--- config.mk ---
export PLATFORM = sky130hd
export DESIGN_NAME = serial_addsub_ctrl
export DESIGN_NICKNAME = d
export VERILOG_FILES = /design/src/rtl/serial_addsub_ctrl.sv
export SDC_FILE = /design/constraint.sdc
export NUM_CORES = 1
export LEC_CHECK = 0
export CORE_ASPECT_RATIO = 2
export CORE_MARGIN = 2
export CORE_UTILIZATION = 53
export DETAILED_ROUTE_END_ITERATION = 10
export GPL_TIMING_DRIVEN = 1
export PLACE_DENSITY = 0.87
export SLEW_MARGIN = 20
export SYNTH_ARGS = -nofsm -noshare
export SYNTH_HDL_FRONTEND = slang
export SYNTH_SLANG_ARGS = --single-unit
export TNS_END_PERCENT = 5
--- constraint.sdc ---
create_clock -name clk -period 7.6 [get_ports clk]
set_input_delay 1.52 -clock clk [delete_from_list [all_inputs] [get_ports clk]]
set_output_delay 1.52 -clock clk [all_outputs]
set_load 0.01 [all_outputs]
--- src/rtl/serial_addsub_ctrl.sv ---
// Serial WIDTH-bit adder/subtractor: one 4-bit two's-complement slice stepped LSB-first,
// with the inter-nibble carry held in a register. Start/result valid/ready handshakes.
module serial_addsub_ctrl #(
  parameter int NIBBLES = 4,
  localparam int WIDTH = 4 * NIBBLES,
  localparam int IDX_W = (NIBBLES > 1) ? $clog2(NIBBLES) : 1
) (
  input  logic             clk,
  input  logic             rst_n,
  input  logic             start_valid,
  output logic             start_ready,
  input  logic [WIDTH-1:0] op_a,
  input  logic [WIDTH-1:0] op_b,
  input  logic             mode,
  output logic             result_valid,
  input  logic             result_ready,
  output logic [WIDTH-1:0] result,
  output logic             carry,
  output logic             overflow,
  output logic [1:0]       dbg_state
);

  // Handshakes: a transfer happens on a rising edge where valid and ready are both 1;
  // valid never waits on ready, and an offered result stays stable until it is taken.

  typedef enum logic [1:0] {
    IDLE = 2'd0,
    CALC = 2'd1,
    DONE = 2'd2
  } state_t;

  state_t state, state_nxt;

  logic [WIDTH-1:0] a_q, b_q;
  logic             mode_q;
  logic             carry_q;
  logic [IDX_W-1:0] idx;

  logic [3:0] a_nib, b_nib;
  logic [3:0] sum_nib;
  logic       cout;
  logic       c_msb_in;
  logic       last_nib;

  // Slice; c_msb_in is the carry into bit 3, needed for the true signed overflow.
  always_comb begin
    a_nib = a_q[4*idx +: 4];
    b_nib = b_q[4*idx +: 4] ^ {4{mode_q}};
    {cout, sum_nib} = {1'b0, a_nib} + {1'b0, b_nib} + {4'd0, carry_q};
    c_msb_in = 1'(({1'b0, a_nib[2:0]} + {1'b0, b_nib[2:0]} + {3'd0, carry_q}) >> 3);
    last_nib = (idx == IDX_W'(NIBBLES - 1));
  end

  always_ff @(posedge clk) begin
    if (!rst_n) state <= IDLE;
    else        state <= state_nxt;
  end

  always_comb begin
    state_nxt = state;
    case (state)
      IDLE:    if (start_valid)  state_nxt = CALC;
      CALC:    if (last_nib)     state_nxt = DONE;
      DONE:    if (result_ready) state_nxt = IDLE;
      default: state_nxt = IDLE;
    endcase
  end

  always_ff @(posedge clk) begin
    if (!rst_n) begin
      a_q      <= '0;
      b_q      <= '0;
      mode_q   <= 1'b0;
      carry_q  <= 1'b0;
      idx      <= '0;
      result   <= '0;
      carry    <= 1'b0;
      overflow <= 1'b0;
    end else begin
      case (state)
        IDLE: begin
          if (start_valid) begin
            a_q     <= op_a;
            b_q     <= op_b;
            mode_q  <= mode;
            carry_q <= mode;
            idx     <= '0;
          end
        end
        CALC: begin
          result[4*idx +: 4] <= sum_nib;
          carry_q            <= cout;
          idx                <= idx + 1'b1;
          if (last_nib) begin
            carry    <= cout;
            overflow <= cout ^ c_msb_in;
          end
        end
        default: ;
      endcase
    end
  end

  assign start_ready  = rst_n && (state == IDLE);
  assign result_valid = (state == DONE);
  assign dbg_state    = state;

endmodule

* Yosys cells after proc, flatten, opt, wreduce, memory -nomap -nowiden *
Index checks and enable logic that the tools add are counted.

operators by class
  equality and inequality tests = 6
  reductions and logical operators = 7
  multiplexer cells = 9
  $add $sub $neg = 6
  shift-type cells = 4
  bitwise operators = 2

operators by type and width
  kind                                                                     number
  4-bit negator with 34-bit output                                         1
  4-bit by 34-bit variable shift with 16-bit output, first input constant  1
  4-bit by 34-bit indexed part select with 16-bit output                   1
  16-bit by 5-bit indexed part select with 4-bit output                    2
  16-bit bitwise mux                                                       1
  2-bit two-way mux                                                        4
  2-bit case mux with 3 select lines                                       1
  2-bit AND reduction                                                      3
  4-bit by 4-bit adder with 5-bit output                                   1
  5-bit by 1-bit adder with 5-bit output                                   1
  3-bit by 3-bit adder with 4-bit output                                   1
  4-bit by 1-bit adder with 4-bit output                                   1
  2-bit equality test, second input constant                               2
  2-bit != test, second input constant                                     2
  2-bit case mux with 2 select lines                                       1
  4-bit bitwise XOR                                                        1
  3-bit AND reduction                                                      1
  2-bit by 1-bit adder with 2-bit output, second input constant            1
  2-bit by 1-bit equality test with 1-bit output, second input constant    1
  2-bit zero test                                                          1
  2-bit by 1-bit != test with 1-bit output, second input constant          1
  1-bit case mux with 2 select lines                                       1
  2-bit nonzero test                                                       1
  1-bit logical AND                                                        1
  other kinds (2)                                                          2

word-level totals
  output and inout bits = 22
  word-level logic and storage cells = 43
  input port bits = 37
  bits in registers = 56

* Depth between registers and ports, before layout *
  depth after elaboration = 6
  mapped depth = 11
  mapped depth without buffers = 10

* Worst setup path before layout *
OpenSTA, ideal clock, no wires.

  path kind = input to output
  from = input port rst_n
  to = output port start_ready
  stages = 2
  setup slack = 4.247 ns
  data arrival time = 1.833 ns
  data required time = 6.080 ns
  buffers on the path = 0
  path through = inv_2 > nor3_1

between the ends
  word-level cells in the longest chain between the ends = 1

RTL lines
  item               RTL line  RTL
  from (decl)        9         input logic rst_n,
  1-bit logical AND  104       assign start_ready = rst_n && (state == IDLE);
  to (decl)          11        output logic start_ready,

Every way passes these cells.

* Worst setup path in the final report *
Ends and elaborated chain as after synthesis.

==> impl_metrics.py <==
metrics = {
    "clock_network": {
        "insertion_delay_ps": 310,
        "cts_root_buffer": "clkbuf_8",
        "ctsHoldBuffers": 0,
        "clkTransAtPathRegs_ps": 90,
        "cts_made_buffers": 5,
        "cts_tree": "built",
        "cts_setup_buffers": 0,
        "cts_sinks": 56,
        "htreeDepth": 2,
        "clockBufferDepth": 2,
        "cts-resized-gates": 0,
    },
    "setup_path": {
        "crit_chain": "clkdlybuf4s50_1, inv_2, nor3_1, clkdlybuf4s50_1",
        "slowest_stage": "inv_2",
        "crit_path_max_fanout": 55,
        "crit_buf_inv": 3,
        "worstPathRequired_ps": 6080,
        "crit_arrival_ps": 3260,
        "startpoint": "rst_n",
        "r2r_slack_ps": 4290,
        "r2r_cells": 10,
        "r2r-end": "carry_q",
        "cp-start-kind": "input pin",
        "r2r_start": "idx[0]",
        "cpPeakStageDelay_ps": 670,
        "path_class": "in -> out",
        "cpMostUsedCell": "clkdlybuf4s50_1",
        "path_delay_family": "buffers and inverters",
        "setup.worst_path.end_class": "output port",
    },
    "routing": {
        "firstDrtPassIters": 4,
        "vias": 2084,
        "post-route-drc-count": 0,
        "wl_per_cell_microns": 13.6,
        "drt_iter0_markers": 48,
        "ant_nets": 0,
        "viasPerCell": 5.44,
        "routed_wl_microns": 5200,
    },
    "timing": {
        "hold_violations": 0,
        "fmax_mhz": 209,
        "setup_tns_ps": 0,
        "setup_slack_ps": 2820,
        "slew_viol_final": 0,
        "worst_pin_slew_ps": 890,
        "setup_viol": 0,
        "skew_ps": 9.11,
        "relSlewSlack_pct": 40.6,
        "period_share_pct": 62.9,
        "rsz0062_at_grt": "no",
        "period_minus_slack_ps": 4780,
    },
    "global_routing": {
        "grt_max_degree": 56,
        "antenna_found_initial": 0,
        "grt_pass1_wl_microns": 8640,
        "grt_pass1_vias": 1920,
        "grt_usage_pct": 21.6,
        "grt-ovfl-total": 0,
    },
    "power": {
        "ir_drop_mv": 0.178,
        "leakage_nw": 1.20,
        "p_per_area_nw_per_um2": 183,
    },
    "placed_design": {
        "port_buffers": 58,
        "dpl.hpwl_microns": 3820,
        "gp_congestion": 0.787,
        "placed_area_sq_um": 3050,
        "pre_cts_ws_ps": 2800,
    },
    "finish": {
        "nNetsFinal": 376,
        "drive_gt1_share_pct": 6.10,
        "area.growth.synth_to_final_pct": 26.1,
        "diodes": 0,
        "fillers": 392,
        "fin_area_sq_um": 3130,
    },
    "synth": {
        "syn_area_sq_um": 2480,
        "synthArstFlopShare_pct": 0,
        "yosys.cell_types.count": 34,
        "yosysSeqAreaShare_pct": 45.2,
        "synth_flop_cell": "dfxtp_1",
        "synth_area_per_cell_sq_um": 8.90,
        "synth_cells": 279,
        "synth_edf_count": 0,
        "syn_nets": 327,
        "ys_warn_count": 0,
        "synth-seq-cells": 56,
    },
    "floorplanning": {
        "core_area_sq_um": 4550,
        "fp.dieW_microns": 52.4,
        "initial_utilization_pct": 54.5,
        "io_pins": 59,
        "die_h_microns": 101,
        "std_cell_rows": 35,
        "die-area_sq_um": 5280,
    },
    "run": {
        "maxCapViolations": 0,
    },
    "hold_path": {
        "hp-class": "reg -> reg",
        "worstHoldEndpoint": "b_q[2]",
        "min-delay-start": "b_q[2]",
        "hold_depth": 2,
    },
    "run_status": {
        "status": "completed",
    },
}
logic make-up after synthesis:
logic type / share of synthesized area (%)
AO/OA/AOI/OAI: 14.2
XOR/XNOR: 2.47
adder cells (fa/ha/maj): 6.15
buffers and inverters: 4.33
flip-flops: 45.2
multiplexers: 7.71
AND/OR/NAND/NOR: 20.0
synth_stat cells, types with 2 or more instances:
cell	instances	share of area, %
nor2_1	24	3.6
nand3_1	2	0.40
xor2_1	6	2.1
and3_2	2	0.60
ha_1	9	4.5
and2_1	2	0.50
mux4_2	5	4.5
a21oi_1	38	7.7
a22oi_1	16	4.8
nand2b_1	2	0.50
buf_1	2	0.30
buf_6	2	0.91
buf_2	5	1.0
dfxtp_1	56	45
fa_1	2	1.6
inv_1	6	0.91
clkbuf_1	7	1.1
nand2_1	74	11
nor2b_1	2	0.50
mux4_1	3	3.2
state kept, by name (all words and copies together), names as in the netlist:
signal and flops:
a_q 16, b_q 16, result 16, dbg_state 2, idx 2, carry 1, carry_q 1, mode_q 1
overflow 1
worst register-to-register path: cells and delay by family, from the launching register on:
| kind | cells | cell delay, ps |
|---|---|---|
| flip-flops | 1 | 880 |
| buffers and inverters | 1 | 50 |
| adder cells (fa/ha/maj) | 2 | 610 |
| AND/OR/NAND/NOR | 1 | 70 |
| XOR/XNOR | 1 | 180 |
| multiplexers | 1 | 620 |
| AO/OA/AOI/OAI | 4 | 740 |
area by class of cell:
type | count | area, sq um | area share [%]
Clock buffer | 6 | 72.6 | 2.32
Clock inverter | 1 | 5.00 | 0.160
Inverter | 7 | 26.3 | 0.840
Multi-Input combinational cell | 200 | 1250 | 40.1
Sequential cell | 56 | 1120 | 35.8
Tap cell | 55 | 68.8 | 2.20
Timing Repair Buffer | 58 | 581 | 18.6
power by group:
part           switching (mW)  leakage (nW)  internal [mW]
Combinational          0.0529         0.700         0.0469
Sequential             0.0107         0.457          0.307
Clock                  0.0911        0.0410         0.0630
Total                   0.155          1.20          0.417
routing by layer:
layer / wire (microns) / vias up / global-route usage [%] / part of all wire [%]
met2: 3010 / 56 / 40.7 / 58
li1: - / 1040 / - / -
met4: 71 / 0 / 6.31 / 1.4
met1: 1980 / 983 / 23.5 / 38
met5: 0 / - / 0 / 0
met3: 140 / 5 / 3.56 / 2.7
through the flow:
step	power [mW]	util (%)	cells	hold WS [ps]
CTS	0.573	68.7	383	458
detailed placement	0.424	67.0	376	445
global placement	0.420	67.0	376	439
finish	0.571	68.7	383	458
floorplan	0.386	-	279	432
global route	0.596	68.7	383	478
cell usage in the layout (no fill, tap or decap), types with 2 or more instances in the layout:
master,netlist,final
nand2b_1,2,2
mux4_2,5,5
xor2_1,6,6
fa_1,2,2
and3_2,2,2
nor2b_1,2,2
inv_1,6,6
nor2_1,24,24
a22oi_1,16,16
nand3_1,2,2
mux4_1,3,3
dfxtp_1,56,56
a21oi_1,38,38
clkbuf_8,0,5
ha_1,9,9
clkdlybuf4s50_1,0,58
nand2_1,74,74
worst max path at each step:
stage	end	slack [ps]	cells past startpoint
after floorplan	start_ready	4250	2
after global routing	start_ready	2690	4
final	start_ready	2820	4
after global placement	start_ready	2840	4
after detailed placement	start_ready	2800	4
after CTS	start_ready	2810	4
No activity file was read; power rests on OpenSTA's default activity.
